$ cat src/rtl/memory_write_control.sv
// Store-side byte-serial write controller: takes one store request and writes it
// to a byte-wide memory, lowest address first, one byte per cycle.
//
// state   | meaning
// --------+--------------------------------------------------------------
// S_IDLE  | waiting for start; no write strobe
// S_WRITE | presenting one byte per cycle on the memory port
// S_DONE  | one-cycle completion pulse; a new start is accepted here too
module memory_write_control (
    input  logic        clk,
    input  logic        reset,
    input  logic        start,
    input  logic [31:0] address,
    input  logic [2:0]  mode,
    input  logic [31:0] write_data,
    output logic        busy,
    output logic        done,
    output logic [31:0] mem_address,
    output logic [7:0]  mem_write_data,
    output logic        mem_write_enable
);

    typedef enum logic [1:0] {
        S_IDLE  = 2'd0,
        S_WRITE = 2'd1,
        S_DONE  = 2'd2
    } state_t;

    state_t      state_q;
    logic [31:0] addr_q;
    logic [31:0] data_q;
    logic [2:0]  remaining_q;
    logic [1:0]  index_q;
    logic        busy_q;
    logic        done_q;
    logic        we_q;
    logic [31:0] mem_addr_q;
    logic [7:0]  mem_data_q;

    logic [2:0]  len_d;
    logic [1:0]  index_d;
    logic [31:0] mem_addr_d;
    logic [7:0]  mem_data_d;

    // mode[2] only distinguishes signed/unsigned loads; stores ignore it
    logic        unused_mode;
    assign unused_mode = mode[2];

    always_comb begin
        len_d      = 3'd1;
        index_d    = index_q + 2'd1;
        mem_addr_d = addr_q + {30'd0, index_d};
        mem_data_d = data_q[{index_d, 3'b000} +: 8];
        case (mode[1:0])
            2'b00:   len_d = 3'd1;
            2'b01:   len_d = 3'd2;
            default: len_d = 3'd4;
        endcase
    end

    always_ff @(posedge clk) begin
        if (reset) begin
            state_q     <= S_IDLE;
            addr_q      <= '0;
            data_q      <= '0;
            remaining_q <= '0;
            index_q     <= '0;
            busy_q      <= 1'b0;
            done_q      <= 1'b0;
            we_q        <= 1'b0;
            mem_addr_q  <= '0;
            mem_data_q  <= '0;
        end else begin
            case (state_q)
                S_IDLE, S_DONE: begin
                    done_q <= 1'b0;
                    if (start) begin
                        // byte 0 goes out on the cycle right after acceptance
                        state_q     <= S_WRITE;
                        addr_q      <= address;
                        data_q      <= write_data;
                        remaining_q <= len_d;
                        index_q     <= 2'd0;
                        busy_q      <= 1'b1;
                        we_q        <= 1'b1;
                        mem_addr_q  <= address;
                        mem_data_q  <= write_data[7:0];
                    end else begin
                        state_q <= S_IDLE;
                        busy_q  <= 1'b0;
                        we_q    <= 1'b0;
                    end
                end
                S_WRITE: begin
                    if (remaining_q == 3'd1) begin
                        state_q     <= S_DONE;
                        remaining_q <= 3'd0;
                        busy_q      <= 1'b0;
                        done_q      <= 1'b1;
                        we_q        <= 1'b0;
                    end else begin
                        index_q     <= index_d;
                        remaining_q <= remaining_q - 3'd1;
                        mem_addr_q  <= mem_addr_d;
                        mem_data_q  <= mem_data_d;
                    end
                end
                default: begin
                    state_q <= S_IDLE;
                    busy_q  <= 1'b0;
                    done_q  <= 1'b0;
                    we_q    <= 1'b0;
                end
            endcase
        end
    end

    assign busy             = busy_q;
    assign done             = done_q;
    assign mem_address      = mem_addr_q;
    assign mem_write_data   = mem_data_q;
    assign mem_write_enable = we_q;

endmodule

$ cat config.mk
export PLATFORM = sky130hd
export DESIGN_NAME = memory_write_control
export DESIGN_NICKNAME = d
export VERILOG_FILES = /design/src/rtl/memory_write_control.sv
export SDC_FILE = /design/constraint.sdc
export NUM_CORES = 1
export LEC_CHECK = 0
export BUFFER_PORTS_ARGS = -buffer_cell sky130_fd_sc_hd__buf_2
export CAP_MARGIN = 20
export CORE_ASPECT_RATIO = 0.7
export CORE_MARGIN = 2
export CORE_UTILIZATION = 45
export CTS_CLUSTER_SIZE = 16
export DETAILED_ROUTE_END_ITERATION = 10
export GPL_TIMING_DRIVEN = 1
export PLACE_DENSITY = 0.8
export SYNTH_ARGS = -nofsm -noshare
export SYNTH_HDL_FRONTEND = slang
export SYNTH_SLANG_ARGS = --single-unit
$ cat constraint.sdc
create_clock -name clk -period 2.9 [get_ports clk]
set_input_delay 0.29 -clock clk [delete_from_list [all_inputs] [get_ports clk]]
set_output_delay 0.29 -clock clk [all_outputs]
set_load 0.005 [all_outputs]
==> results.json <==
{
  "outcome": "completed",
  "whs_endpoint": "data_q[28]$_SDFFE_PP0P_",
  "crit_start": "index_q[0]$_SDFFE_PP0P_",
  "wl_per_cell_um": 15.8,
  "synth.avg_cell_area_um2": 7.96,
  "async_flop_share": 0,
  "grt_start_max_net_pins": 71,
  "fin_crit_ps": 2540,
  "dp_cells": 872,
  "io_buffer_count": 111,
  "grt_use_total": 0.229,
  "place_congestion": 0.879,
  "fin_nets": 806,
  "irDropWorstVdd_mv": 0.325,
  "fp.dieH_um": 93.0,
  "grt_pass1_vias": 4653,
  "fp.dieW_um": 131,
  "htreeDepth": 3,
  "design_area_um2": 6100,
  "layout-drive-gt1-share": 0.230,
  "finalHoldViolCount": 0,
  "setup.worst_path.class": "reg -> reg",
  "dpl-instance-area_um2": 5800,
  "utilization": 0.554,
  "cp-start-kind": "register",
  "min_from": "write_data[28]",
  "min_path_cells": 3,
  "clk_pin_slew_ps": 80,
  "grt_setup_unrepaired": "no",
  "ys_seq_elements": 112,
  "worstMarginPinSlew_ps": 760,
  "n_fill_cell": 1042,
  "holdWs_ps": 167,
  "fp.dieArea_um2": 12200,
  "num_rows": 32,
  "slew_headroom": 0.493,
  "drv_cap": 0,
  "finalSetupTns_ps": 0,
  "timing.final.crit_share": 0.876,
  "cts_hold_buf": 0,
  "post_cts_resized": 0,
  "grt_remaining_overflow": 0,
  "p_per_area_nw_per_um2": 587,
  "antenna_found_initial": 0,
  "syn_nets": 715,
  "core_area_um2": 11000,
  "via_per_inst": 5.52,
  "finalSetupViolCount": 0,
  "end_kind": "register",
  "drv_slew": 0,
  "initial_core_util": 0.463,
  "wl_mm": 14.0,
  "hpwlAfterDp_mm": 9.49,
  "drc": 0,
  "synth_edf_count": 0,
  "synthFlopType": "dfxtp_1",
  "firstDrtPassIters": 5,
  "grt_pass1_wl_mm": 22.5,
  "crit_fanout": 6,
  "cts_buffer_depth": 2,
  "max_freq_ghz": 0.393,
  "worstHoldPathType": "in -> reg",
  "syn_area_um2": 5090,
  "reg2reg_from": "index_q[0]$_SDFFE_PP0P_",
  "ys_warn_count": 0,
  "cts_tree": "yes",
  "fin_cells": 889,
  "rr_endpoint": "mem_address[28]$_SDFFE_PP0P_",
  "rr_worst_depth": 10,
  "drt_iter0_drc": 417,
  "power_leakage_nw": 2.40,
  "synth_cell_types": 52,
  "cts_sinks": 112,
  "clock_latency_ps": 350,
  "ios": 113,
  "synth-seq-area-share": 0.440,
  "ff2ff_setup_slack_ps": 360,
  "worst_ep_arrival_time_ps": 2810,
  "synthCells": 640,
  "cts_buffers": 9,
  "vias": 4905,
  "clock_skew_ps": 7.30,
  "syn2layout_area_growth_pct": 19.8,
  "insertedDiodeCount": 0,
  "clock-root-buffer": "clkbuf_16",
  "cts_setup_buffers": 0,
  "ant_nets": 0,
  "required_ps": 3160
}
==> where the power goes <==
part           internal, mW  switching, mW
Clock                 0.619          0.596
Combinational         0.253          0.362
Sequential             1.66         0.0912
==> routing by layer <==
metal | vias up | global-route usage | part of all wire
li1 | 2395 | - | -
met1 | 2275 | 0.310 | 0.45
met2 | 221 | 0.362 | 0.45
met3 | 14 | 0.0553 | 0.085
met4 | 0 | 0.0752 | 0.013
met5 | - | 0 | 0
==> cell usage after synthesis (3+ instances only) <==
master      n  share of area
ha_1        4         0.0098
nand4_1     7         0.0086
nand3_1    13          0.013
a211o_1     4         0.0069
a21oi_1    87          0.085
a221oi_1    8          0.014
o22ai_1     3         0.0037
a21boi_0    6         0.0088
inv_1       8         0.0059
nor2b_1     4         0.0049
buf_1      10         0.0074
mux4_2      8          0.035
a31oi_1     6         0.0074
nor2_1     32          0.024
and4_1      4         0.0069
clkbuf_1   36          0.027
xnor2_1    11          0.019
o21ai_0    17          0.017
nor3_1     15          0.015
xor2_1     11          0.019
nor4_1      5         0.0061
nand2_1   180           0.13
a311oi_1   10          0.017
dfxtp_1   112           0.44
nand2b_1    3         0.0037
==> stage by stage <==
step / power, mW / setup WS, ps
floorplan: 2.14 / 57.2
global placement: 2.37 / 459
detailed placement: 2.39 / 398
CTS: 3.59 / 359
global route: 3.75 / 96.6
finish: 3.58 / 358
==> cell type report <==
cell class              count  area, µm²  area share
multi-input cells         471       2650       0.435
flip-flops and latches    112       2240       0.367
repair buffers            129        697       0.114
clock buffers              10        239      0.0391
well taps                 153        191      0.0314
clock inverters             6       51.3     0.00840
inverters                   8       30.0     0.00492
==> cells by family (layout without fill, tap and decap cells) <==
logic type               Yosys count  in the layout  share of synthesized area
AND/OR/NAND/NOR                  280            280                      0.243
flip-flops                       112            112                      0.440
adder cells (fa/ha/maj)            5              5                     0.0138
AO/OA/AOI/OAI                    155            155                      0.185
multiplexers                       9              9                     0.0373
XOR/XNOR                          22             22                     0.0378
buffers and inverters             57            153                     0.0432
==> cell usage in the layout, fill, tap and decap left out, drive strengths merged, types with 2 or more instances in the layout <==
| cell type | n |
|---|---|
| o211ai | 2 |
| nor2b | 4 |
| a21boi | 6 |
| ha | 4 |
| nand2b | 3 |
| o21ai | 17 |
| xnor2 | 11 |
| a311o | 2 |
| clkinvlp | 3 |
| inv | 11 |
| o221ai | 2 |
| nand3 | 15 |
| or2 | 2 |
| o22ai | 3 |
| xor2 | 11 |
| a221oi | 9 |
| and4 | 4 |
| or3 | 4 |
| or4 | 2 |
| mux4 | 8 |
| buf | 129 |
| nand2 | 180 |
| nand4 | 7 |
| or3b | 2 |
| and3 | 2 |
| nor4 | 6 |
| a31oi | 6 |
| nor3 | 15 |
| dfxtp | 112 |
| clkbuf | 10 |
| o31a | 2 |
| nor2 | 32 |
| a211o | 4 |
| a311oi | 10 |
| a21oi | 87 |
==> worst max-delay path by stage <==
stage | endpoint | slack [ps] | cells past startpoint
after CTS | mem_address[28]$_SDFFE_PP0P_ | 360 | 10
after floorplan | mem_address[31]$_SDFFE_PP0P_ | 60 | 9
after detailed placement | mem_address[31]$_SDFFE_PP0P_ | 400 | 7
after global placement | mem_address[31]$_SDFFE_PP0P_ | 460 | 7
after global routing | mem_address[28]$_SDFFE_PP0P_ | 100 | 10
final | mem_address[28]$_SDFFE_PP0P_ | 360 | 10
==> state kept, by name, summed over array words and instances (netlist names) <==
name / count
addr_q: 32
data_q: 32
done: 1
index_q: 2
mem_address: 32
mem_write_data: 8
remaining_q: 3
state_q: 2
==> critical path: stages (launching register included) <==
cell and delay, ps:
dfxtp_1 330, buf_4 170, inv_1 70, ha_1 190
fa_1 240, nand4_1 130, buf_4 180, nor3_1 510
nand4_1 200, xor2_1 180, a221oi_1 250
Power figures use the tool's default switching activity.
